===== config.mk =====
export PLATFORM = sky130hd
export DESIGN_NAME = trng_bit_collector
export DESIGN_NICKNAME = d
export VERILOG_FILES = /design/src/rtl/trng_pkg.sv /design/src/rtl/trng_sync_2ff.sv /design/src/rtl/trng_bit_collector.sv
export SDC_FILE = /design/constraint.sdc
export NUM_CORES = 1
export LEC_CHECK = 0
export BUFFER_PORTS_ARGS = -buffer_cell sky130_fd_sc_hd__buf_4
export CAP_MARGIN = 20
export CELL_PAD_IN_SITES_DETAIL_PLACEMENT = 0
export CELL_PAD_IN_SITES_GLOBAL_PLACEMENT = 1
export CORE_MARGIN = 2
export CORE_UTILIZATION = 41
export DETAILED_ROUTE_END_ITERATION = 10
export PLACE_DENSITY = 0.77
export REMOVE_ABC_BUFFERS = 1
export SETUP_SLACK_MARGIN = 0.3
export SLEW_MARGIN = 15
export SYNTH_ARGS = -nofsm -noshare
export SYNTH_HDL_FRONTEND = slang
export SYNTH_SLANG_ARGS = --single-unit

===== constraint.sdc =====
create_clock -name clk_i -period 1.9 [get_ports clk_i]
set_input_delay 0.19 -clock clk_i [delete_from_list [all_inputs] [get_ports clk_i]]
set_output_delay 0.19 -clock clk_i [all_outputs]
set_load 0.01 [all_outputs]

===== src/rtl/trng_pkg.sv =====
// trng_pkg: shared collector state encoding and default mux-tree sizing
package trng_pkg;
    typedef enum logic [1:0] {IDLE, SETTLE, SAMPLE, PUSH} collector_state_e;
    localparam int TRNG_N_SRC = 8;
    localparam int TRNG_SEL_W = 3;
endpackage


===== src/rtl/trng_sync_2ff.sv =====
// trng_sync_2ff: two-flop synchronizer for the asynchronous entropy bit
module trng_sync_2ff (
    input  logic clk_i,
    input  logic rst_i,
    input  logic d_i,
    output logic q_o
);
    logic meta;
    always_ff @(posedge clk_i) begin
        if (rst_i) {q_o, meta} <= 2'b00;
        else       {q_o, meta} <= {meta, d_i};
    end
endmodule


===== src/rtl/trng_bit_collector.sv =====
// trng_bit_collector: round-robin entropy sampler packing bits into words on valid/ready
// optional von Neumann debiasing with TRNG_COLLECTOR_VN_DEBIAS_EN
module trng_bit_collector
    import trng_pkg::*;
#(
    parameter int N_SRC         = TRNG_N_SRC,
    parameter int SEL_W         = TRNG_SEL_W,
    parameter int WORD_W        = 32,
    parameter int SETTLE_CYCLES = 4
) (
    input  logic              clk_i,
    input  logic              rst_i,
    input  logic              enable_i,
    input  logic              entropy_i,
    output logic [SEL_W-1:0]  sel_o,
    output logic [WORD_W-1:0] data_o,
    output logic              valid_o,
    input  logic              ready_i,
    output logic              busy_o
);
    localparam int CW = $clog2(SETTLE_CYCLES);
    localparam int BW = $clog2(WORD_W);
    localparam logic [CW-1:0] SETTLE_LAST = CW'(SETTLE_CYCLES - 1);
    localparam logic [BW-1:0] BIT_LAST = BW'(WORD_W - 1);
    localparam logic [SEL_W-1:0] SEL_LAST = SEL_W'(N_SRC - 1);
    collector_state_e state, state_next;
    logic [CW-1:0] settle_cnt;
    logic [BW-1:0] bit_cnt;
    logic [WORD_W-2:0] word;
    logic [WORD_W-1:0] shifted;
    logic sync_bit, sample_bit, take, drop, advance, keep, word_done;
    trng_sync_2ff u_sync (
        .clk_i(clk_i),
        .rst_i(rst_i),
        .d_i  (entropy_i),
        .q_o  (sync_bit)
    );
    assign take = state == SAMPLE && enable_i;
    assign drop = !enable_i && (state == SETTLE || state == SAMPLE);
`ifdef TRNG_COLLECTOR_VN_DEBIAS_EN
    logic phase, first_bit;
    // pair (a, b): only the second sample of a pair may keep a bit or move the mux
    assign advance    = take && phase;
    assign keep       = advance && first_bit != sync_bit;
    assign sample_bit = first_bit;
    always_ff @(posedge clk_i) begin
        if (rst_i) begin
            phase     <= 1'b0;
            first_bit <= 1'b0;
        end else if (drop) begin
            phase <= 1'b0;
        end else if (take) begin
            phase <= !phase;
            if (!phase) first_bit <= sync_bit;
        end
    end
`else
    assign advance    = take;
    assign keep       = take;
    assign sample_bit = sync_bit;
`endif
    assign word_done = keep && bit_cnt == BIT_LAST;
    assign shifted   = {word, sample_bit};
    assign valid_o   = state == PUSH;
    assign busy_o    = state != IDLE;
    always_comb begin
        state_next = state;
        case (state)
            IDLE:    state_next = enable_i ? SETTLE : IDLE;
            SETTLE:  state_next = !enable_i ? IDLE : settle_cnt == SETTLE_LAST ? SAMPLE : SETTLE;
            SAMPLE:  state_next = !enable_i ? IDLE : word_done ? PUSH : SETTLE;
            PUSH:    state_next = !ready_i ? PUSH : enable_i ? SETTLE : IDLE;
            default: state_next = IDLE;
        endcase
    end
    always_ff @(posedge clk_i) begin
        if (rst_i) begin
            state      <= IDLE;
            settle_cnt <= '0;
            bit_cnt    <= '0;
            word       <= '0;
            data_o     <= '0;
            sel_o      <= '0;
        end else begin
            state      <= state_next;
            settle_cnt <= state == SETTLE ? settle_cnt + 1'b1 : '0;
            if (keep) word <= shifted[WORD_W-2:0];
            if (drop || word_done) bit_cnt <= '0;
            else if (keep) bit_cnt <= bit_cnt + 1'b1;
            if (advance) sel_o <= sel_o == SEL_LAST ? '0 : sel_o + 1'b1;
            if (word_done) data_o <= shifted;
        end
    end
endmodule


==> results of run 1 <==
## per-stage QoR
stage | hold slack (ps) | setup slack, ps | std cells | cell area [µm²] | utilization, %
global placement | 399 | 311 | 450 | 3190 | 47.4
detailed placement | 406 | 246 | 450 | 3190 | 47.4
CTS | 37.6 | 299 | 466 | 3410 | 50.7
global route | 45.5 | 233 | 467 | 3480 | 51.8
finish | 49.1 | 329 | 467 | 3480 | 51.8
floorplan | 259 | 44.2 | 321 | 2710 | -
## layout make-up
cell class,instances,area [µm²],share of cell area [%]
sequential,77,1540,44.4
clock inverter,3,68.8,1.98
multi-input combinational,239,1180,33.9
timing repair buffer,50,419,12.1
tap,80,100,2.88
inverter,5,18.8,0.540
clock buffer,13,149,4.28
## registers in the layout (all words and copies together) (netlist names)
register,cells
data_o,32
word,31
bit_cnt,5
sel_o,3
settle_cnt,2
state,2
u_sync.meta,1
u_sync.q_o,1
## timing repair
item | CTS | global route
endpoints found under the setup margin | 32 | 69
gates resized for setup | 1 | 18
pin swaps | 0 | 1
buffers inserted | 0 | 1
gates cloned | 0 | 0
## worst paths after layout
check,endpoint,slack [ps],cells after the start
setup reg to reg,bit_cnt[3],330,6
hold reg to reg,settle_cnt[0],430,1
setup / recovery,bit_cnt[3],330,6
hold / removal,u_sync.meta,50,2
## worst max-delay path: stages, from the launching register on
cell and delay (ps):
dfxtp_2 330, ha_2 180, and3_1 180, ha_2 170, and3_4 190, a211o_4 350, a21oi_1 110
## routing by layer
metal / track usage [%] / vias up / wire, µm
met2: 26.2 / 37 / 2730
li1: - / 1183 / -
met3: 4.27 / 9 / 193
met4: 6.82 / 0 / 104
met1: 18.0 / 1062 / 2530
met5: 0 / - / 0
## power by group
part	total [mW]	internal, mW	switching (mW)
Sequential	1.62	1.62	0.00241
Clock	1.35	0.780	0.567
Combinational	0.0597	0.0207	0.0390
## cell families after synthesis
family                     share of synthesized area, %
xor gates and xnor gates                          0.620
adders and majority gates                          4.42
DFF                                                54.5
and+or+nand+nor                                    21.7
AOI/OAI and AO/OA                                  13.4
buffers and inverters                              5.00
muxes                                             0.354
## Yosys cell counts
cell type | instances | area (µm²)
a2111oi_0 | 1 | 8.76
o21a_1 | 1 | 7.51
and3b_1 | 1 | 8.76
buf_2 | 2 | 10.0
or3_1 | 1 | 6.26
a21oi_1 | 68 | 340
a311oi_1 | 1 | 8.76
ha_1 | 10 | 125
nand3_1 | 4 | 20.0
nand2b_1 | 1 | 6.26
nor2_1 | 4 | 15.0
xnor2_1 | 1 | 8.76
o21ai_0 | 1 | 5.00
nand3b_1 | 1 | 7.51
buf_4 | 4 | 30.0
nor2b_1 | 2 | 12.5
nand2_2 | 1 | 6.26
nor3_1 | 1 | 5.00
buf_6 | 3 | 33.8
mux2i_1 | 1 | 10.0
and2_1 | 1 | 6.26
and3_1 | 2 | 12.5
dfxtp_1 | 77 | 1540
xor2_1 | 1 | 8.76
clkbuf_1 | 13 | 48.8
nand2_1 | 133 | 499
inv_1 | 5 | 18.8
a211o_1 | 1 | 8.76
nor3b_1 | 1 | 7.51
==> impl_metrics.yaml, run 1 <==
worst_setup_path:
  crit_path_start: "bit_cnt[0]"
  cp.arrival_ps: 1850
  path_max_fanout: 5
  setup.worst_path.start_class: "flop"
  critical_path_required_ps: 2180
  endpoint_kind: "flop"
  path_class: "reg2reg"
  reg2reg_from: "bit_cnt[0]"
cts:
  cts_buffers: 9
  postCtsHoldBufs: 0
  clk_latency_ps: 340
  cts_tree: "built"
  cts-root-buf: "clkbuf_8"
  clock_path_buffers: 2
  cts.sinks: 77
  clkTransAtPathRegs_ps: 80
  h-tree-depth: 3
floorplan:
  io_pins: 42
  die_y_um: 87.0
  die_w_um: 87.0
  start_util_pct: 42.1
  core_mm2: 0.00672
  rows: 30
  fp.dieArea_mm2: 0.00758
detailed_routing:
  vias_per_cell: 4.91
  final_antenna_net_count: 0
  drc: 0
  dr_total_vias: 2291
  firstDrtPassIters: 4
  drtIter0Drc: 88
  wl_per_cell_um: 11.9
  drt-total-wl_um: 5550
timing:
  period_share_pct: 82.7
  fin_skew_ps: 3.99
  relSlewSlack_pct: 72.1
  hold_viol: 0
  slew_violations: 0
  setup_viol: 0
  rsz0062_at_grt: "no"
  clock.fmax_mhz: 636
  fin_crit_ps: 1570
  worst_pin_slew_ps: 419
  fin_tns_setup_ps: 0
grt:
  overflow: 0
  grt_pass1_wl_um: 9180
  antenna_found_initial: 0
  grt_pass1_vias: 2099
  grt_max_degree: 39
  track_usage_pct: 15.4
logic_synthesis:
  ys_seq_area_share_pct: 54.5
  synth_area_mm2: 0.00283
  netlist_instances: 343
  yosys_warnings: 0
  synth_seq_cells: 77
  synth.avg_cell_area_um2: 8.24
  yosysUniqueCellTypes: 29
final_layout:
  final_common_cell: "nand2_1"
  n_antenna_cell: 0
  layout_common_cells: "133 x nand2_1, 75 x dfxtp_1, 66 x a21oi_1, 44 x buf_4, 10 x clkbuf_8"
  nFillCells: 698
  nets: 397
  drive_gt1_share_pct: 19.1
  syn2layout_area_growth_pct: 23.0
placed_design:
  dp_hpwl_um: 3490
  portBuffers: 41
  routabilityCongestion: 0.711
hold_path:
  hp-start: "entropy_i"
  min_path_type: "in2reg"
power:
  leakagePower_nw: 1.28
  power.density_mw_per_mm2: 870
  total_power_mw: 3.03
  ir_worst_vdd_mv: 0.375
flow_run:
  cap_violations: 0
run_status:
  outcome: "finished clean"
Power figures use the tool's default switching activity.
==> run 2: changes to the inputs <==
--- a/config.mk
+++ b/config.mk
@@ -5,14 +5,15 @@
 export SDC_FILE = /design/constraint.sdc
 export NUM_CORES = 1
 export LEC_CHECK = 0
+export ABC_AREA = 1
 export BUFFER_PORTS_ARGS = -buffer_cell sky130_fd_sc_hd__buf_4
 export CAP_MARGIN = 20
 export CELL_PAD_IN_SITES_DETAIL_PLACEMENT = 0
 export CELL_PAD_IN_SITES_GLOBAL_PLACEMENT = 1
 export CORE_MARGIN = 2
-export CORE_UTILIZATION = 41
+export CORE_UTILIZATION = 37
 export DETAILED_ROUTE_END_ITERATION = 10
-export PLACE_DENSITY = 0.77
+export PLACE_DENSITY = 0.74
 export REMOVE_ABC_BUFFERS = 1
 export SETUP_SLACK_MARGIN = 0.3
 export SLEW_MARGIN = 15
==> constraint.sdc (replaced) <==
create_clock -name clk_i -period 1.3 [get_ports clk_i]
set_input_delay 0.13 -clock clk_i [delete_from_list [all_inputs] [get_ports clk_i]]
set_output_delay 0.13 -clock clk_i [all_outputs]
set_load 0.01 [all_outputs]
==> run 2 against run 1 <==
Net effect: the run now ends with negative setup slack left; sequential power grew 46%; die area increased by 12%; combinational power up 140%; critical path type unchanged; largest cell class unchanged; largest power group unchanged; highest routed layer unchanged.
==> impl_metrics.yaml, run 2 <==
timing:
  fin_ws_ps: -212
  fin_crit_ps: 1510
  clock.fmax_mhz: 661
  hold_viol: 0
  worst_pin_slew_ps: 249
  slew_violations: 0
  relSlewSlack_pct: 83.4
  setup_viol: 39
  fin_skew_ps: 8.13
  period_share_pct: 116
  rsz0062_at_grt: "yes"
logic_synthesis:
  async_flop_share_pct: 0
  yosys_warnings: 0
  synth_area_leader_cell: "dfxtp_1"
  synth_edf_count: 0
  yosys-top-cells-count: "132 x nor2_1, 77 x dfxtp_1, 58 x o21ai_0"
  synth_area_mm2: 0.00286
  synth.most_common_cell: "nor2_1"
  netlist_instances: 364
  yosysUniqueCellTypes: 21
  ys_seq_area_share_pct: 53.8
  synth_seq_cells: 77
  synthFlopType: "dfxtp_1"
  yosysTopAreaCellShare_pct: 53.8
  synth.avg_cell_area_um2: 7.86
  synthTopCellsByArea: "dfxtp_1 54%, nor2_1 17%, o21ai_0 10%, ha_1 4.4%, nand2_1 3.4%"
worst_setup_path:
  critical_path_required_ps: 1570
  setup.worst_path.start_class: "flop"
  path_class: "reg2reg"
  rrSetupSlack_ps: -210
  cp.arrival_ps: 1780
  path_max_fanout: 8
  endpoint_kind: "flop"
detailed_routing:
  firstDrtPassIters: 4
  drt-total-wl_um: 7370
  vias_per_cell: 4.73
  drc: 0
  wl_per_cell_um: 13.7
  final_antenna_net_count: 0
  drtIter0Drc: 81
  dr_total_vias: 2547
floorplan:
  rows: 32
  fp.dieArea_mm2: 0.00846
  die_w_um: 92.0
  die_y_um: 92.0
  start_util_pct: 37.6
  io_pins: 42
  core_mm2: 0.00761
grt:
  overflow: 0
  grt_max_degree: 43
  antenna_found_initial: 0
  track_usage_pct: 17.6
  grt_pass1_vias: 2411
  grt_pass1_wl_um: 11900
final_layout:
  largest_reg_flops: 32
  final_core_util_pct: 55.1
  top_regs: "data_o (32), word (31), bit_cnt (5)"
  design_area_mm2: 0.00419
  n_antenna_cell: 0
  layout_common_cells: "120 x nor2_1, 70 x dfxtp_1, 50 x buf_4, 28 x o21ai_0, 23 x nand2_1"
  syn2layout_area_growth_pct: 46.5
  final_common_cell: "nor2_1"
  largest-register: "data_o"
  nets: 446
  drive_gt1_share_pct: 35.6
flow_run:
  cap_violations: 0
cts:
  clock_path_buffers: 2
  cts.sinks: 77
  cts-root-buf: "clkbuf_8"
  clk_latency_ps: 340
  h-tree-depth: 3
  cts_buffers: 9
  cts_tree: "built"
  clkTransAtPathRegs_ps: 80
run_status:
  violations: "negative setup slack"
  outcome: "finished with violations"
placed_design:
  dp_hpwl_um: 3920
  portBuffers: 41
  dpl_cell_area_mm2: 0.00336
  routabilityCongestion: 0.734
hold_path:
  min_path_type: "in2reg"
power:
  ir_worst_vdd_mv: 0.638
  power.density_mw_per_mm2: 1050
  leakagePower_nw: 1.80
  total_power_mw: 4.41
==> run 2: kinds of logic after synthesis <==
group / synth area share (%)
and+or+nand+nor: 23.1
adders and majority gates: 4.37
AOI/OAI and AO/OA: 12.9
buffers and inverters: 5.77
DFF: 53.8
==> run 2: worst max-delay path, cell delays in order (launching register included) <==
cell and delay [ps]:
dfxtp_2 360, ha_4 160, inv_4 40, nor2_4 120, ha_4 160, inv_2 40, nor2_4 140, buf_6 150
buf_12 130, o21ai_2 50, nor2_1 90
==> run 2: repair_timing <==
item / CTS / global route
hold buffers: 0 / 0
resized for setup: 100 / 36
setup buffers: 9 / 1
cloned: 7 / 1
endpoints found under the setup margin: 76 / 79
pin swaps: 16 / 18
==> run 2: final timing paths <==
path	from	to	cells after the start
max	bit_cnt[0]	data_o[3]	10
min reg2reg	u_sync.meta	u_sync.q_o	2
max reg2reg	bit_cnt[0]	data_o[3]	10
min	entropy_i	u_sync.meta	3
==> run 2: metrics by stage <==
stage / hold WS [ps] / setup TNS (ps) / worst slack, ps / cells
floorplan: 199 / -35980 / -840 / 343
global placement: 373 / -4050 / -138 / 504
detailed placement: 372 / -6130 / -227 / 504
CTS: 12.1 / -3820 / -130 / 536
global route: 7.24 / -9990 / -296 / 538
finish: 20.5 / -6630 / -212 / 538
==> run 2: metal layers <==
layer	GRT usage, %	vias to the layer above	share of wire (%)
met2	29.5	53	50
li1	-	1297	-
met1	22.9	1189	46
met5	0	-	0
met4	4.60	0	0.86
met3	4.03	8	3.0
==> run 2: layout make-up <==
cell class	count	area, µm²
flip-flops and latches	77	1550
fillers	724	3410
clock inverters	3	42.5
clock buffers	13	169
multi-input cells	252	1410
repair buffers	77	825
inverters	14	67.6
well taps	102	128
==> run 2: where the power goes <==
part           leakage, nW  switching [mW]  internal, mW
sequential           0.624         0.00328          2.36
clock                0.106           0.856          1.04
combinational         1.07          0.0847        0.0587
total                 1.80           0.944          3.46
==> run 3: changes to the inputs <==
--- a/config.mk
+++ b/config.mk
@@ -11,9 +11,9 @@
 export CELL_PAD_IN_SITES_DETAIL_PLACEMENT = 0
 export CELL_PAD_IN_SITES_GLOBAL_PLACEMENT = 1
 export CORE_MARGIN = 2
-export CORE_UTILIZATION = 37
+export CORE_UTILIZATION = 44
 export DETAILED_ROUTE_END_ITERATION = 10
-export PLACE_DENSITY = 0.74
+export PLACE_DENSITY = 0.83
 export REMOVE_ABC_BUFFERS = 1
 export SETUP_SLACK_MARGIN = 0.3
 export SLEW_MARGIN = 15
==> constraint.sdc (replaced) <==
create_clock -name clk_i -period 1.79 [get_ports clk_i]
set_input_delay 0.179 -clock clk_i [delete_from_list [all_inputs] [get_ports clk_i]]
set_output_delay 0.179 -clock clk_i [all_outputs]
set_load 0.01 [all_outputs]
==> run 3 against run 2 <==
Net effect: the run now ends clean; sequential share of layout area rose by 4.6 points; fmax fell by 1.3%; non-clock buffer count fell by 18; cell area fell by 11%; die area fell by 15%; combinational power fell by 47%; power fell by 26%; first-iteration DRC count rose to 2.5 times the previous value; routed wire length fell by 16%; sequential power fell by 27%; count of clock-buffer cells in the layout fell by 1; hold slack improved by 15 ps; critical endpoint is now data_o[6]; largest cell class unchanged.
==> impl_metrics.yaml, run 3 (synthesis gave the netlist of run 2 again) <==
placed_design:
  dp_hpwl_um: 3330
  dp_slack_ps: 237
  dpl_cell_area_mm2: 0.00325
  portBuffers: 41
  routabilityCongestion: 0.793
detailed_routing:
  drc: 0
  firstDrtPassIters: 4
  drt-total-wl_um: 6220
  final_antenna_net_count: 0
  dr_total_vias: 2436
  drtIter0Drc: 205
  vias_per_cell: 4.92
  wl_per_cell_um: 12.6
final_layout:
  syn2layout_area_growth_pct: 29.7
  nets: 428
  design_area_mm2: 0.00371
  nFillCells: 603
  largest-register: "data_o"
  final_core_util_pct: 58.8
  final_common_cell: "nor2_1"
  layout_common_cells: "131 x nor2_1, 75 x dfxtp_1, 48 x buf_4, 43 x o21ai_0, 25 x nand2_1"
  top_regs: "data_o (32), word (31), bit_cnt (5)"
  drive_gt1_share_pct: 22.2
  largest_reg_flops: 32
  n_antenna_cell: 0
grt:
  antenna_found_initial: 0
  grt_pass1_vias: 2212
  track_usage_pct: 18.0
  grt_max_degree: 50
  overflow: 0
  grt_pass1_wl_um: 10300
floorplan:
  core_mm2: 0.00631
  fp.dieArea_mm2: 0.00717
  io_pins: 42
  rows: 29
  die_w_um: 84.7
  start_util_pct: 45.3
  die_y_um: 84.7
timing:
  clock.fmax_mhz: 653
  hold_viol: 0
  rsz0062_at_grt: "yes"
  period_share_pct: 85.6
  setup_viol: 0
  slew_violations: 0
  fin_skew_ps: 6.37
  fin_ws_ps: 258
  relSlewSlack_pct: 67.3
  fin_tns_setup_ps: 0
  worst_pin_slew_ps: 490
  fin_crit_ps: 1530
power:
  power.density_mw_per_mm2: 880
  leakagePower_nw: 1.68
  ir_worst_vdd_mv: 0.499
worst_setup_path:
  setup.worst_path.start_class: "flop"
  endpoint_kind: "flop"
  rrSetupSlack_ps: 260
  path_class: "reg2reg"
  crit_top_cell: "inv_2"
  path_max_fanout: 8
  crit_path_cell_trace: "ha_4 > inv_2 > nor2_2 > ha_2 > inv_2 > nor2_4 > buf_6 > buf_16 > o21ai_2 > nor2_1"
  critical_path_required_ps: 2080
  slowest_stage: "dfxtp_2"
  cp.arrival_ps: 1820
  max_stage_delay_ps: 360
cts:
  clk_latency_ps: 340
  clkTransAtPathRegs_ps: 80
  cts_tree: "built"
  h-tree-depth: 3
  cts-root-buf: "clkbuf_8"
  postCtsHoldBufs: 0
  cts_buffers: 9
  clock_path_buffers: 2
  cts.sinks: 77
hold_path:
  min_path_type: "in2reg"
run_status:
  outcome: "finished clean"
flow_run:
  cap_violations: 0
run 3: changes by cell type in the layout (fill, tap and decap cells not counted), sizes merged:
cell | previous run | this run
buf | 76 | 58
clkinv | 1 | 2
bufinv | 1 | 2
clkinvlp | 1 | 0
clkbuf | 14 | 13
run 3: per-layer routing:
layer  global-route usage (%)  share of wire, %  routed length (µm)
met5                        0                 0                   0
met4                     8.66               1.7                 104
met3                     3.54               3.6                 225
met2                     28.7                48                2960
met1                     23.3                47                2930
run 3: worst paths after layout:
path,start,endpoint,cells after the start
setup / recovery,bit_cnt[1],data_o[6],10
setup reg to reg,bit_cnt[1],data_o[6],10
hold / removal,entropy_i,u_sync.meta,3
hold reg to reg,u_sync.meta,u_sync.q_o,2
run 3: power by group:
group	switching, mW	leakage [nW]	internal, mW	total, mW
registers	0.00226	0.622	1.72	1.72
logic	0.0483	0.946	0.0279	0.0762
clock network	0.616	0.116	0.858	1.47
total	0.667	1.68	2.60	3.27
run 3: what timing repair did:
action / 4_1_cts / 5_1_grt
cloned: 3 / 1
setup buffers: 5 / 3
pin swaps: 3 / 12
setup endpoints to repair: 33 / 38
gates resized for setup: 25 / 14
run 3: worst max-delay path, delay by kind of cell (launching register included):
| kind | cells | cell delay, ps |
|---|---|---|
| DFF | 1 | 360 |
| AOI/OAI and AO/OA | 1 | 50 |
| buffers and inverters | 4 | 380 |
| adders and majority gates | 2 | 320 |
| and+or+nand+nor | 3 | 370 |
run 3: metrics by stage:
stage	power [mW]	cells	hold slack, ps
floorplan	1.80	343	248
CTS	3.29	491	25.2
global route	3.38	495	40.7
finish	3.27	495	35.5
global placement	1.83	467	394
detailed placement	1.83	467	392
run 3: layout make-up:
type	instances	area, µm²	share of cell area [%]
flip-flops and latches	77	1540	41.6
multi-input cells	252	1210	32.7
repair buffers	59	582	15.7
clock buffers	12	155	4.18
well taps	77	96.3	2.60
clock inverters	4	70.1	1.89
inverters	14	52.6	1.42
